`src/rtl/fp_div_pkg.sv`:
```
// Shared types, flag positions and width helpers for the sequential FP divider.
package fp_div_pkg;

    typedef enum logic [1:0] {
        ST_IDLE = 2'd0,
        ST_CALC = 2'd1,
        ST_NORM = 2'd2,
        ST_DONE = 2'd3
    } fp_div_state_e;

    localparam int FLG_INVALID   = 3;
    localparam int FLG_DIV_ZERO  = 2;
    localparam int FLG_OVERFLOW  = 1;
    localparam int FLG_UNDERFLOW = 0;

    function automatic int word_w(input int exp_w, input int man_w);
        return 1 + exp_w + man_w;
    endfunction

    function automatic int bias_of(input int exp_w);
        return (1 << (exp_w - 1)) - 1;
    endfunction

    // Remainder needs one bit above the divisor mantissa to hold 2*rem before compare.
    function automatic int rem_w(input int man_w);
        return man_w + 2;
    endfunction

    // Canonical quiet NaN: sign 0, exponent all ones, fraction MSB only.
    function automatic logic [63:0] canon_nan(input int exp_w, input int man_w);
        logic [63:0] v;
        v = ((64'd1 << exp_w) - 64'd1) << man_w;
        v = v | (64'd1 << (man_w - 1));
        return v;
    endfunction

endpackage

```
`src/rtl/fp_div_classify.sv`:
```
// Splits one operand into fields and classifies it; denormals read as zero.
module fp_div_classify
    import fp_div_pkg::*;
#(
    parameter int EXP_W = 8,
    parameter int MAN_W = 23,
    localparam int W = word_w(EXP_W, MAN_W)
) (
    input  logic [W-1:0]     operand,
    output logic             is_zero,
    output logic             is_inf,
    output logic             is_nan,
    output logic             sign,
    output logic [EXP_W-1:0] exp,
    output logic [MAN_W:0]   mant
);

    logic [MAN_W-1:0] frac;
    logic             exp_max;

    assign sign    = operand[W-1];
    assign exp     = operand[W-2:MAN_W];
    assign frac    = operand[MAN_W-1:0];
    assign exp_max = &exp;
    assign is_zero = (exp == '0);
    assign is_inf  = exp_max && (frac == '0);
    assign is_nan  = exp_max && (frac != '0);
    assign mant    = {1'b1, frac};

endmodule

```
`src/rtl/fp_div_seq.sv`:
```
// Sequential restoring floating-point divider, one quotient bit per cycle,
// round-to-nearest-even, flush-to-zero, one operation in flight.
module fp_div_seq
    import fp_div_pkg::*;
#(
    parameter int EXP_W = 8,
    parameter int MAN_W = 23,
    localparam int W = word_w(EXP_W, MAN_W)
) (
    input  logic         clk,
    input  logic         rst,
    input  logic         in_valid,
    output logic         in_ready,
    input  logic [W-1:0] dividend,
    input  logic [W-1:0] divisor,
    output logic         out_valid,
    input  logic         out_ready,
    output logic [W-1:0] quotient,
    output logic [3:0]   flags
);

    localparam logic [1:0] IDLE = ST_IDLE;
    localparam logic [1:0] CALC = ST_CALC;
    localparam logic [1:0] NORM = ST_NORM;
    localparam logic [1:0] DONE = ST_DONE;

    localparam int RW    = rem_w(MAN_W);
    localparam int QW    = MAN_W + 3;
    localparam int EW    = EXP_W + 2;
    localparam int CNT_W = $clog2(MAN_W + 4);

    localparam logic [CNT_W-1:0] CNT_INIT = CNT_W'(MAN_W + 3);
    localparam logic [EW-1:0]    BIAS_E   = EW'(bias_of(EXP_W));
    localparam logic [EW-1:0]    EMAX     = EW'((1 << EXP_W) - 1);
    localparam logic [63:0]      NAN64    = canon_nan(EXP_W, MAN_W);
    localparam logic [W-1:0]     QNAN     = NAN64[W-1:0];

    logic [1:0]       state;
    logic [CNT_W-1:0] cnt;
    logic [RW-1:0]    rem;
    logic [MAN_W:0]   mb_q;
    logic [QW-1:0]    q;
    logic [EW-1:0]    e_q;
    logic             sign_q;

    logic             a_zero, a_inf, a_nan, a_sign;
    logic             b_zero, b_inf, b_nan, b_sign;
    logic [EXP_W-1:0] a_exp, b_exp;
    logic [MAN_W:0]   a_mant, b_mant;

    fp_div_classify #(.EXP_W(EXP_W), .MAN_W(MAN_W)) u_cls_a (
        .operand(dividend), .is_zero(a_zero), .is_inf(a_inf), .is_nan(a_nan),
        .sign(a_sign), .exp(a_exp), .mant(a_mant)
    );

    fp_div_classify #(.EXP_W(EXP_W), .MAN_W(MAN_W)) u_cls_b (
        .operand(divisor), .is_zero(b_zero), .is_inf(b_inf), .is_nan(b_nan),
        .sign(b_sign), .exp(b_exp), .mant(b_mant)
    );

    logic          sign_ab;
    logic [EW-1:0] e_calc;

    assign sign_ab   = a_sign ^ b_sign;
    assign e_calc    = {2'b00, a_exp} - {2'b00, b_exp} + BIAS_E;
    assign in_ready  = (state == IDLE);
    assign out_valid = (state == DONE);

    logic         special;
    logic [W-1:0] spec_word;
    logic [3:0]   spec_flags;

    // Special-operand decode in priority order; these bypass the iteration entirely.
    always_comb begin
        special    = 1'b1;
        spec_word  = '0;
        spec_flags = '0;
        if (a_nan || b_nan) begin
            spec_word = QNAN;
        end else if ((a_zero && b_zero) || (a_inf && b_inf)) begin
            spec_word                = QNAN;
            spec_flags[FLG_INVALID]  = 1'b1;
        end else if (!a_inf && !a_zero && b_zero) begin
            spec_word                = {sign_ab, {EXP_W{1'b1}}, {MAN_W{1'b0}}};
            spec_flags[FLG_DIV_ZERO] = 1'b1;
        end else if (a_inf) begin
            spec_word = {sign_ab, {EXP_W{1'b1}}, {MAN_W{1'b0}}};
        end else if (a_zero || b_inf) begin
            spec_word = {sign_ab, {(W-1){1'b0}}};
        end else begin
            special = 1'b0;
        end
    end

    logic          rem_ge;
    logic [RW-1:0] rem_sub;
    logic [RW-1:0] rem_next;

    // One restoring step: compare, conditionally subtract, shift for the next bit.
    always_comb begin
        rem_ge   = (rem >= {1'b0, mb_q});
        rem_sub  = rem_ge ? (rem - {1'b0, mb_q}) : rem;
        rem_next = rem_sub << 1;
    end

    logic [MAN_W:0]   mant;
    logic [MAN_W-1:0] frac_r;
    logic             guard, sticky, round_up, carry, ovf, unf;
    logic [EW-1:0]    e_norm;
    logic [W-1:0]     norm_word;
    logic [3:0]       norm_flags;

    // Normalise by at most one place, round to nearest even, then range-check the exponent.
    always_comb begin
        mant      = q[QW-1] ? q[QW-1:2] : q[QW-2:1];
        guard     = q[QW-1] ? q[1] : q[0];
        sticky    = (q[QW-1] & q[0]) | (rem != '0);
        round_up  = guard & (sticky | mant[0]);
        frac_r    = mant[MAN_W-1:0] + MAN_W'(round_up);
        carry     = round_up & (&mant);
        e_norm    = e_q - EW'(!q[QW-1]) + EW'(carry);
        ovf       = ($signed(e_norm) >= $signed(EMAX));
        unf       = e_norm[EW-1] || (e_norm == '0);
        norm_flags = '0;
        if (ovf) begin
            norm_word                = {sign_q, {EXP_W{1'b1}}, {MAN_W{1'b0}}};
            norm_flags[FLG_OVERFLOW] = 1'b1;
        end else if (unf) begin
            norm_word                 = {sign_q, {(W-1){1'b0}}};
            norm_flags[FLG_UNDERFLOW] = 1'b1;
        end else begin
            norm_word = {sign_q, e_norm[EXP_W-1:0], frac_r};
        end
    end

    // Control FSM and datapath registers.
    always_ff @(posedge clk) begin
        if (rst) begin
            state    <= IDLE;
            cnt      <= '0;
            rem      <= '0;
            mb_q     <= '0;
            q        <= '0;
            e_q      <= '0;
            sign_q   <= 1'b0;
            quotient <= '0;
            flags    <= '0;
        end else begin
            case (state)
                IDLE: begin
                    if (in_valid) begin
                        if (special) begin
                            quotient <= spec_word;
                            flags    <= spec_flags;
                            state    <= DONE;
                        end else begin
                            rem    <= {1'b0, a_mant};
                            mb_q   <= b_mant;
                            q      <= '0;
                            e_q    <= e_calc;
                            sign_q <= sign_ab;
                            cnt    <= CNT_INIT;
                            state  <= CALC;
                        end
                    end
                end
                CALC: begin
                    rem <= rem_next;
                    q   <= {q[QW-2:0], rem_ge};
                    cnt <= cnt - CNT_W'(1);
                    if (cnt == CNT_W'(1)) state <= NORM;
                end
                NORM: begin
                    quotient <= norm_word;
                    flags    <= norm_flags;
                    state    <= DONE;
                end
                DONE: begin
                    if (out_ready) state <= IDLE;
                end
                default: state <= IDLE;
            endcase
        end
    end

endmodule

```
`config.mk`:
```
export PLATFORM = sky130hd
export DESIGN_NAME = fp_div_seq
export DESIGN_NICKNAME = d
export VERILOG_FILES = /design/src/rtl/fp_div_pkg.sv /design/src/rtl/fp_div_classify.sv /design/src/rtl/fp_div_seq.sv
export SDC_FILE = /design/constraint.sdc
export NUM_CORES = 1
export LEC_CHECK = 0
export ABC_AREA = 1
export BUFFER_PORTS_ARGS = -buffer_cell sky130_fd_sc_hd__buf_2
export CORE_UTILIZATION = 30
export DETAILED_ROUTE_END_ITERATION = 16
export PLACE_DENSITY_LB_ADDON = 0.05
export SYNTH_ARGS = -nofsm -noshare
export SYNTH_HDL_FRONTEND = slang
export SYNTH_HIERARCHICAL = 1
export SYNTH_SLANG_ARGS = --single-unit
export TNS_END_PERCENT = 10
```
`constraint.sdc`:
```
create_clock -name clk -period 10.96 [get_ports clk]
set_clock_uncertainty 0.1 [all_clocks]
set_input_delay 0.548 -clock clk [delete_from_list [all_inputs] [get_ports clk]]
set_output_delay 0.548 -clock clk [all_outputs]
set_load 0.01 [all_outputs]
```
* Word-level counts from Yosys, hierarchy flattened
Cells that the tools add are included.
Cells by class: add/subtract/negate cells 7, multiply operators 0, div/mod/pow operators 0, order comparisons 2, eq/ne operators 9, shift-type cells 0, mux-type cells 42, bitwise operators 7, reduce and logical (&&, ||, !) cells 33
Operator list (number):
- 2-to-1 mux 32 bit | 7
- case mux 32 bit (2 select lines) | 1
- 2-to-1 mux 31 bit | 2
- 2-to-1 mux 26 bit | 2
- case mux 26 bit (2 select lines) | 1
- 2-to-1 mux 25 bit | 2
- case mux 25 bit (2 select lines) | 1
- 2-to-1 mux 24 bit | 2
- zero test 23 bit | 2
- nonzero test 23 bit | 2
- greater-or-equal comparator 25 x 24 -> 1 bit | 1
- nonzero test 25 bit | 1
- AND reduction 24 bit | 1
- subtractor 24 bit | 1
- adder 23 x 1 -> 23 bit | 1
- zero test 8 bit | 2
- AND reduction 8 bit | 2
- 2-to-1 mux 1 bit | 12
- AND reduction 3 bit | 4
- adder 10 x 1 -> 10 bit | 1
- adder 9 x 8 -> 10 bit, second input constant | 1
- greater-or-equal comparator 10 x 9 -> 1 bit, second input constant | 1
- zero test 10 bit | 1
- 2-to-1 mux 2 bit | 5
- 22 further kinds | 44
Word-level totals: register bits after elaboration 129, latch bits 0, RAM bits 0, ROM bits 0, word-level logic and storage cells 109, memories kept 0

* Logic depth before layout (Yosys ltp)
word-level depth 11, depth in mapped cells 28

* Hierarchy
The synthesis kept the hierarchy.
Modules (own cells, without submodules):
- fp_div_seq | times used 1, cells each 1449, area each 9275.1 um^2, sequential area each 2582.5 um^2
- fp_div_classify | times used 2, cells each 69, area each 404.1 um^2, sequential area each 0.0 um^2

* Least setup slack after synthesis
OpenSTA, ideal clock, no wires.
path kind reg-to-reg, from register q[25], to register quotient[13], arrival time 3564 ps, path slack 7164 ps, cell stages (with the launch flop) 25, clock period less this slack 3796 ps, path through dfxtp_1 > buf_6 > buf_2 > buf_2 > o21ai_0 > inv_1 > nand4_1 > nor3_1 > nand3_1 > ha_1 > inv_1 > ha_1 > inv_1 > fa_1 > inv_1 > or2_2 > nor2_1 > nand3_1 > nor2_1 > nand3_4 > nand3_1 > nor2_4 > buf_6 > nand2_1 > a21oi_1
Between the ends: cells in the longest elaborated chain, start to end 11, elaborated cells between the ends (all ways) 18, those cells by class 3 x add/sub; 1 x order compare; 5 x mux; 5 x bitwise; 4 x reduce/logical
Ends and longest elaborated chain:
- start: declaration | line fp_div_seq.sv:42 | logic [QW-1:0] q;
- start signal: assignment | line fp_div_seq.sv:169 | q <= {q[QW-2:0], rem_ge};
- parallel branches: the longest is 9 deep, another holds subtractor 10 x 1 -> 10 bit
- 2-to-1 mux 31 bit (*) | line fp_div_seq.sv:125 | if (ovf) begin
- case mux 32 bit (2 select lines) (*) | line fp_div_seq.sv:149 | case (state)
- end signal: assignment | line fp_div_seq.sv:153 | quotient <= spec_word;
- end signal: assignment | line fp_div_seq.sv:174 | quotient <= norm_word;
- end: declaration | line fp_div_seq.sv:18 | output logic [W-1:0] quotient,
Mark *: on every way between the ends. A chain may end at the register's enable or synchronous reset.

* Final worst setup path
from register q[25], to register quotient[18]
Same word-level chain as after synthesis.

==> flow_metrics.tcl <==
set metrics [dict create \
    reg2regPathDepth 22 \
    drt_wl_total_mm 31.7 \
    p_clk_share_pct 19.6 \
    die_w_um 185 \
    initialDrtViolationCount 437 \
    arrival_ps 4750 \
    setup_tns_ps 0 \
    clk_latency_ps 450 \
    synth_flop_cell "dfxtp_1" \
    syn_avg_cell_area_um2 6.35 \
    multi_input_area_mm2 0.00580 \
    pin_count 106 \
    first_global_vias 9371 \
    cp_common_cell "nand2_1" \
    dp_hpwl_mm 24.4 \
    synthTopCellsByCount "nand2_1 (399), inv_1 (233), a21oi_1 (159)" \
    antenna_left 0 \
    hp-class "primary input to flop" \
    ys_async_sr_fraction_pct 0 \
    pwr-share-seq_pct 20.6 \
    cts_buffers 17 \
    cp_top_family "simple AND/OR/NAND/NOR gates" \
    crit_chain "buf_4 > o21ai_1 > nor2_1 > inv_1 > nor4_1 > nand3_1 > ha_1 > inv_1 > ha_1 > inv_1 > fa_1 > inv_1 > nand2_1 > nand2_1 > nand2_1 > nand3b_1 > nand2_1 > nand3_4 > nand3_1 > nor2_4 > nand2_1 > a21oi_1" \
    path_class "flop to flop" \
    slew_violations 0 \
    vias_per_cell 4.72 \
    finalPower_mw 2.89 \
    portBuffers 105 \
    start_util_pct 30.8 \
    cp_slowest_stage_delay_ps 450 \
    fp.dieArea_mm2 0.0343 \
    cp_max_fo 44 \
    power.switching_mw 1.49 \
    worstHoldStart "divisor[0]" \
    switching_share_pct 51.6 \
    synth_top_area_cell "dfxtp_1" \
    synthesis.area_mm2 0.0101 \
    combPwrFrac_pct 59.8 \
    gr-usage-all-layers_pct 19.4 \
    cp-start-kind "flop" \
    r2r_slack_ps 6480 \
    drive_gt1_share_pct 12.5 \
    cts_tree "yes" \
    slew_headroom_pct 36.4 \
    regArea_mm2 0.00258 \
    syn_to_final_growth_pct 9.29 \
    cts_buffer_depth 2 \
    finalCritPeriodShare_pct 40.9 \
    ys_seq_elements 129 \
    power_density_mw_per_mm2 263 \
    p_int_mw 1.40 \
    drc_errors 0 \
    synth_area_leaders "dfxtp_1 (26%), nand2_1 (15%), inv_1 (8.7%), a21oi_1 (7.9%), ha_1 (6.3%)" \
    yosysWarnings 6 \
    worst_pin_slew_ps 952 \
    synth_top_area_share_pct 25.6 \
    antenna_found_initial 3 \
    max_cap_viol_count 0 \
    h-tree-depth 4 \
    finalHoldViolCount 0 \
    status "finished clean" \
    max_freq_mhz 223 \
    r2r-end "quotient[18]$_SDFFE_PP0P_" \
    placed_cell_area_mm2 0.0104 \
    finish.net_count 1723 \
    ctsResizeCount 0 \
    grt_overflow 0 \
    min_to "mb_q[0]$_SDFFE_PP0P_" \
    end_kind "flop" \
    path_clk_slew_ps 70 \
    vias 9711 \
    die_y_um 185 \
    cts_root_buf "clkbuf_16" \
    fin_area_mm2 0.0110 \
    ys_seq_area_share_pct 25.6 \
    grt_pass1_wl_mm 51.2 \
    synthDistinctLibCells 55 \
    globalplace.congestion 0.849 \
    synth_enable_flop_cells 0 \
    synth_nets 1709 \
    setup_viol 0 \
    grt_max_degree 53 \
    dr.pass1.iters 5 \
    leakagePower_nw 5.07 \
    postCtsHoldBufs 0 \
    synth_most_common_cell "nand2_1" \
    avgRoutedWirePerCell_um 15.4 \
    post_cts.repair.setup_buffers 0 \
    netlist_instances 1587 \
    peakVddDrop_uv 127 \
    required_ps 11230 \
    coreArea_mm2 0.0328 \
    rows 66 \
    period_needed_ps 4480 \
    rsz0062_at_grt "no" \
    whs_ps 263 \
    r2r_start "q[25]$_SDFFE_PP0P_" \
    nFillCells 3809 \
    cpMaxStageDelayCell "nor2_4" \
    clock_sinks 129 \
    hold_depth 3 \
    worst-path-buf-inv 5 \
]
==> worst min-delay path, stage by stage <==
cell and delay (ps):
buf_2 90, nor2_1 50, nor2_1 80
==> through the flow <==
| stage | setup slack [ps] | util (%) | instances |
|---|---|---|---|
| after floorplan | 7160 | - | 1587 |
| final | 6480 | 33.6 | 2058 |
| after global placement | 6500 | 31.9 | 2024 |
| after detailed placement | 6470 | 31.9 | 2024 |
| after global routing | 5950 | 33.6 | 2057 |
| after CTS | 6420 | 33.6 | 2056 |
==> placed cells by master, fill, tap and decap left out, types with 3 or more instances in the layout <==
cell	n
nor2_2	8
buf_4	8
a21oi_2	3
buf_2	105
a21o_1	5
nor2_1	110
dfxtp_1	129
inv_6	5
nor3_4	3
nor2_4	6
o21ai_0	68
a31oi_1	3
nand3b_1	7
o221ai_1	3
fa_1	3
o21a_1	3
xor2_1	16
inv_1	233
o21ai_1	20
or2_1	3
nand4_1	56
inv_2	8
o21ai_2	5
a21oi_1	159
ha_1	51
nand2_2	9
nand3_1	89
clkinv_4	4
nor3_1	13
clkbuf_16	17
xnor2_1	22
nand2_1	399
==> final cells by class <==
class | count | share of cell area, %
Clock inverter | 15 | 1.33
Timing Repair Buffer | 113 | 5.31
Tap cell | 442 | 5.02
Sequential cell | 129 | 23.4
Clock buffer | 17 | 3.86
Multi-Input combinational cell | 1096 | 52.7
Inverter | 244 | 8.33
Antenna cell | 2 | 0.0454
==> routing by layer <==
metal,share of wire (%),global-route usage (%),vias up
met5,0.038,0,-
met1,53,28.1,4482
met3,3.2,3.46,24
li1,-,-,5071
met4,1.2,4.69,2
met2,43,29.5,132
==> how the worst max path moves through the flow <==
| stage | from | endpoint | cells past startpoint |
|---|---|---|---|
| 6_report | q[25]$_SDFFE_PP0P_ | quotient[18]$_SDFFE_PP0P_ | 22 |
| 5_1_grt | q[25]$_SDFFE_PP0P_ | quotient[10]$_SDFFE_PP0P_ | 24 |
| 4_1_cts | q[25]$_SDFFE_PP0P_ | quotient[8]$_SDFFE_PP0P_ | 24 |
| 3_5_place_dp | q[25]$_SDFFE_PP0P_ | quotient[8]$_SDFFE_PP0P_ | 24 |
| 3_3_place_gp | q[25]$_SDFFE_PP0P_ | quotient[10]$_SDFFE_PP0P_ | 24 |
| 2_1_floorplan | q[25]$_SDFFE_PP0P_ | quotient[13]$_SDFFE_PP0P_ | 24 |
==> power by group through the flow <==
stage | Combinational (mW) | Clock (mW) | Sequential (mW)
after floorplan | 1.32 | 0 | 0.598
after global placement | 1.74 | 0 | 0.608
after detailed placement | 1.74 | 0 | 0.608
after CTS | 1.75 | 0.589 | 0.598
after global routing | 1.97 | 0.611 | 0.608
final | 1.73 | 0.567 | 0.597
==> kinds of logic after synthesis <==
logic type,count (synthesis),synth area share (%)
multiplexers,1,0.0993
other,2,0.0745
AND/OR/NAND/NOR,718,31.9
buffers and inverters,362,16.8
flip-flops,129,25.6
AO/OA/AOI/OAI,282,15.1
adder cells (fa/ha/maj),54,6.92
XOR/XNOR,39,3.46
==> registers in the layout (all words and copies together), names as in the netlist <==
register and cells:
mb_q 24, e_q 10, flags 4, cnt 5, sign_q 1, q 26
state 2, rem 25, quotient 32
Power figures use the tool's default switching activity.
